===== src/rtl/ram64x12_pkg.sv =====
// Shared constants and types for the 64x12 RAM FIFO controller.
package ram64x12_pkg;
  localparam int RAM_DEPTH = 64;
  localparam int RAM_AW    = 6;
  localparam int RAM_DW    = 12;
  localparam int CNT_W     = 7;

  typedef logic [RAM_DW-1:0] ram_word_t;
endpackage


===== src/rtl/ram64x12_out_buf.sv =====
// Two-entry output buffer at the FIFO head. The head word is held in its own
// register so that rd_data and vld come straight from flops.
module ram64x12_out_buf
  import ram64x12_pkg::*;
(
  input  logic      clk,
  input  logic      rst,
  input  logic      wr_en,
  input  ram_word_t wr_data,
  input  logic      rd_en,
  output ram_word_t rd_data,
  output logic      vld,
  output logic [1:0] cnt
);
  ram_word_t  slot1;
  logic [1:0] cnt_nxt;

  always_comb cnt_nxt = cnt + 2'(wr_en) - 2'(rd_en);

  always_ff @(posedge clk) begin
    if (rst) begin
      cnt     <= 2'd0;
      vld     <= 1'b0;
      rd_data <= '0;
      slot1   <= '0;
    end else begin
      cnt <= cnt_nxt;
      vld <= (cnt_nxt != 2'd0);
      if (rd_en) begin
        // A pop advances the second slot to the head; a word arriving into a
        // buffer that is about to go empty goes straight to the head instead.
        if (wr_en && cnt == 2'd1) rd_data <= wr_data;
        else                      rd_data <= slot1;
        if (wr_en && cnt == 2'd2) slot1 <= wr_data;
      end else if (wr_en) begin
        if (cnt == 2'd0) rd_data <= wr_data;
        else             slot1   <= wr_data;
      end
    end
  end
endmodule


===== src/rtl/ram64x12_fifo_ctrl.sv =====
// First-word-fall-through FIFO controller driving a 64x12 two-port RAM macro.
// Optional macro RAM64X12_FIFO_BUSY_EN: honour RAM_ACCESS_BUSY by stalling pushes and reads.
module ram64x12_fifo_ctrl
  import ram64x12_pkg::*;
#(
  parameter int DEPTH = RAM_DEPTH,
  parameter int WIDTH = RAM_DW
) (
  input  logic              CLK,
  input  logic              RST,
  input  logic [WIDTH-1:0]  IN_DATA,
  input  logic              IN_VALID,
  output logic              IN_READY,
  output logic [WIDTH-1:0]  OUT_DATA,
  output logic              OUT_VALID,
  input  logic              OUT_READY,
  output logic [CNT_W-1:0]  COUNT,
  output logic [RAM_AW-1:0] RAM_W_ADDR,
  output logic [WIDTH-1:0]  RAM_W_DATA,
  output logic              RAM_W_EN,
  output logic [RAM_AW-1:0] RAM_R_ADDR,
  output logic              RAM_BLK_EN,
  input  logic [WIDTH-1:0]  RAM_R_DATA,
  input  logic              RAM_ACCESS_BUSY
);
  logic [RAM_AW-1:0] wp;
  logic [RAM_AW-1:0] rp;
  logic [CNT_W-1:0]  ram_cnt;
  logic [CNT_W-1:0]  count_q;
  logic              inflight;
  logic [1:0]        out_cnt;
  logic              busy;
  logic              push;
  logic              pop;
  logic              issue;

`ifdef RAM64X12_FIFO_BUSY_EN
  assign busy = RAM_ACCESS_BUSY;
`else
  logic busy_unused;
  assign busy_unused = RAM_ACCESS_BUSY;
  assign busy        = 1'b0;
`endif

  assign IN_READY = !RST && !busy && (count_q < CNT_W'(DEPTH));
  assign push     = IN_VALID && IN_READY;
  assign pop      = OUT_VALID && OUT_READY;

  // Prefetch while the buffer, counting the word already on its way, still
  // has room after this cycle's pop.
  assign issue = !RST && !busy && (ram_cnt != '0) &&
                 (({1'b0, out_cnt} + {2'b00, inflight}) < (3'd2 + {2'b00, pop}));

  assign RAM_W_EN   = push;
  assign RAM_W_ADDR = wp;
  assign RAM_W_DATA = IN_DATA;
  assign RAM_BLK_EN = issue;
  assign RAM_R_ADDR = rp;
  assign COUNT      = count_q;

  // Stage p0 -> p1: read issue to RAM data return
  always_ff @(posedge CLK) begin
    if (RST) begin
      wp       <= '0;
      rp       <= '0;
      ram_cnt  <= '0;
      inflight <= 1'b0;
      count_q  <= '0;
    end else begin
      if (push)  wp <= wp + 1'b1;
      if (issue) rp <= rp + 1'b1;
      ram_cnt  <= ram_cnt + CNT_W'(push) - CNT_W'(issue);
      inflight <= issue;
      count_q  <= count_q + CNT_W'(push) - CNT_W'(pop);
    end
  end

  // Stage p1 -> out: returned word lands in the output buffer
  ram64x12_out_buf u_out_buf (
    .clk     (CLK),
    .rst     (RST),
    .wr_en   (inflight),
    .wr_data (RAM_R_DATA),
    .rd_en   (pop),
    .rd_data (OUT_DATA),
    .vld     (OUT_VALID),
    .cnt     (out_cnt)
  );
endmodule


===== config.mk =====
export PLATFORM = sky130hd
export DESIGN_NAME = ram64x12_fifo_ctrl
export DESIGN_NICKNAME = d
export VERILOG_FILES = /design/src/rtl/ram64x12_pkg.sv /design/src/rtl/ram64x12_out_buf.sv /design/src/rtl/ram64x12_fifo_ctrl.sv
export SDC_FILE = /design/constraint.sdc
export NUM_CORES = 1
export LEC_CHECK = 0
export CORE_MARGIN = 10
export CORE_UTILIZATION = 35
export DETAILED_ROUTE_END_ITERATION = 7
export GPL_TIMING_DRIVEN = 0
export MAX_ROUTING_LAYER = met4
export PLACE_DENSITY = 0.62
export SKIP_CTS_REPAIR_TIMING = 1
export SYNTH_ARGS = -nofsm -noshare
export SYNTH_HDL_FRONTEND = slang
export SYNTH_HIERARCHICAL = 1
export SYNTH_SLANG_ARGS = --single-unit
export TNS_END_PERCENT = 100

===== constraint.sdc =====
create_clock -name CLK -period 3.3 [get_ports CLK]
set_input_delay 0.33 -clock CLK [delete_from_list [all_inputs] [get_ports CLK]]
set_output_delay 0.33 -clock CLK [all_outputs]
set_load 0.005 [all_outputs]

==> impl_metrics.ini, run 1 <==
[run_status]
status = finished, final reports clean

[timing]
hold_viol = 0
rsz0062_at_grt = false
slew_violations = 0
hold_ws_ps = 462
fin_crit_ps = 3060
setup_viol = 0
timing.final.crit_share_pct = 92.6
slew_headroom_pct = 60.5
max_freq_mhz = 327
finClkSkew_ps = 11.0
worstMarginPinSlew_ps = 589

[place]
portBuffers = 62
hpwlAfterDp_mm = 5.42
routabilityCongestion = 0.823
place_inst = 489

[logic_synthesis]
yosys_register_bits = 54
synth.distinct_cells = 51
synthTopCellsByCount = 54 x dfxtp_1, 43 x nor2_1, 24 x inv_1, 24 x nand2_1, 22 x ha_1
synth-edff-count = 0
yosys_most_used_dff = dfxtp_1
syn_nets = 378
synth_warnings = 6
avgSynthCellArea_um2 = 8.83
syn-cell-area_mm2 = 0.00287
synth_top_area_cell = dfxtp_1
synth_top_cell_area_share_pct = 37.7
synth.most_common_cell = dfxtp_1
yosys-top-cells-area = dfxtp_1 38%, ha_1 9.6%, nor2_1 5.6%
syn_inst = 325
seq_area_frac_synth_pct = 37.7
synthArstFlopShare_pct = 0

[grt]
grt_pass1_vias = 2490
gr-usage-all-layers_pct = 11.4
grt_pass1_wl_mm = 11.7
grt_max_degree = 19
grt_remaining_overflow = 0
antenna_found_initial = 0

[worst_setup_path]
crit_chain = ha_1 -> ha_1 -> a211o_4 -> nor2_1 -> ha_1 -> inv_1 -> ha_1 -> inv_1 -> fa_1 -> nor2b_2 -> o311a_1 -> or3_1 -> nand3_1
worstPathRequired_ps = 3500
max_stage_delay_ps = 390
worst_path_max_delay_cell = fa_1
timing.rr.start = inflight
cpMostUsedCell = ha_1
worstSetupPathType = flip-flop to flip-flop
crit_arrival_ps = 3260
start_kind = flip-flop
critPathMaxFanout = 10
rrSetupSlack_ps = 240
reg2reg_to = ram_cnt[6]
critPathCaptureType = flip-flop
worstRegToRegCells = 13

[layout]
drive_gt1_share_pct = 9.62
diodes = 0
nets = 447
area_delta_synth_final_pct = 29.5
fin_cells = 497

[clock_network]
cts_tree = built
htreeDepth = 2
clkLatencyLatePin_ps = 310
clk_pin_slew_ps = 100
clock_tree.buffer_depth = 2
cts_num_sinks = 54
cts_made_buffers = 5
cts_root_buffer = clkbuf_8

[pwr]
switchingPower_mw = 1.20
leakage_nw = 1.60
pwr-share-clk_pct = 12.7
p_int_mw = 1.84
cellPowerDensity_mw_per_mm2 = 821
seqPwrFrac_pct = 33.2
power_mw = 3.05
p_comb_share_pct = 54.1
switching_share_pct = 39.5
ir_worst_vdd_mv = 0.436

[drt]
ant_nets = 0
wl_per_cell_um = 13.8
vias = 2457
drt_first_pass_iters = 4
drc = 0
drt_iter0_drc = 89
drt-total-wl_mm = 6.87
vias_per_cell = 4.94

[floorplan]
fp.dieH_um = 111
num_rows = 32
die_w_um = 111
core_area_mm2 = 0.00785
die_area_mm2 = 0.0122
initial_core_util_pct = 36.6
ios = 76

[worst_hold_path]
hold-path-endpoint = RAM_R_ADDR[5]
whs_path_depth = 1
hold_path_class = flip-flop to flip-flop
min_from = RAM_R_ADDR[5]

[run]
drv_cap = 0
-- state kept, by name, summed over array words and instances, names as in the netlist --
| name | flops |
|---|---|
| COUNT | 7 |
| RAM_R_ADDR | 6 |
| RAM_W_ADDR | 6 |
| inflight | 1 |
| ram_cnt | 7 |
| u_out_buf/cnt | 2 |
| u_out_buf/rd_data | 12 |
| u_out_buf/slot1 | 12 |
| u_out_buf/vld | 1 |
-- per-layer routing --
| layer | global-route usage (%) | share of wire [%] | vias up |
|---|---|---|---|
| met5 | - | 0 | - |
| met4 | 3.97 | 1.7 | 0 |
| met3 | 2.27 | 3.5 | 7 |
| met2 | 18.6 | 48 | 59 |
| met1 | 13.6 | 47 | 1134 |
| li1 | - | - | 1257 |
-- worst max-delay path: cells and delay by family (launching register included) --
family	cells	cell delay [ps]
AOI/OAI and AO/OA	2	600
adders and majority gates	5	1340
buffers and inverters	2	130
DFF	1	370
and+or+nand+nor	4	520
-- worst max path at each step --
stage                           from         end  slack (ps)  cells after the start
floorplan                   inflight  ram_cnt[6]         460                     13
global placement                 RST    COUNT[6]          40                     12
detailed placement               RST    COUNT[6]         -10                     12
CTS                 u_out_buf/cnt[0]  ram_cnt[6]         170                     13
global route                inflight  ram_cnt[6]         0.8                     13
finish                      inflight  ram_cnt[6]         240                     13
-- power by group through the flow --
stage | Combinational (mW) | Sequential [mW] | Clock [mW]
after floorplan | 1.10 | 1.01 | 0
after global placement | 1.62 | 1.03 | 0
after detailed placement | 1.65 | 1.03 | 0
after CTS | 1.66 | 1.02 | 0.404
after global routing | 1.87 | 1.04 | 0.427
final | 1.65 | 1.01 | 0.386
-- cells in the final DEF, fill, tap and decap left out, types with 6 or more instances in the layout --
cell type	instances
ha_1	22
dfxtp_1	53
clkdlybuf4s50_1	62
xor2_1	8
o21ai_0	6
nor2b_1	9
a311oi_1	11
nand2_1	24
nand3_1	17
nor2_1	43
buf_4	14
a211oi_1	7
mux2i_1	15
a21oi_1	6
inv_1	24
-- cell families after synthesis --
group,Yosys count,share of synthesized area [%]
muxes,15,5.23
xor gates and xnor gates,10,3.05
buffers and inverters,50,8.55
adders and majority gates,24,11.0
and+or+nand+nor,125,22.3
AOI/OAI and AO/OA,47,12.2
DFF,54,37.7
-- through the flow --
stage | setup slack (ps) | instance area (um^2) | TNS, ps | utilization [%]
after floorplan | 456 | 2870 | 0 | -
after global placement | 40.3 | 3620 | 0 | 46.1
after detailed placement | -10.1 | 3620 | -10.1 | 46.1
after CTS | 173 | 3710 | 0 | 47.3
after global routing | 0.799 | 3710 | 0 | 47.3
final | 244 | 3710 | 0 | 47.3
-- layout make-up --
class / instances / area, um^2
sequential: 54 / 1080
timing repair buffer: 62 / 621
multi-input combinational: 221 / 1550
inverter: 25 / 93.8
tap: 102 / 128
buffer: 25 / 151
clock inverter: 3 / 25.0
clock buffer: 5 / 68.8
fill: 772 / 4130
(Power assumes the default switching activity.)
==> run 2: changes to the inputs <==
Settings changed: CTS_CLUSTER_SIZE set to 24.
==> results of run 2 <==
No change in the layout: final DEF, timing and power equal those of run 1.
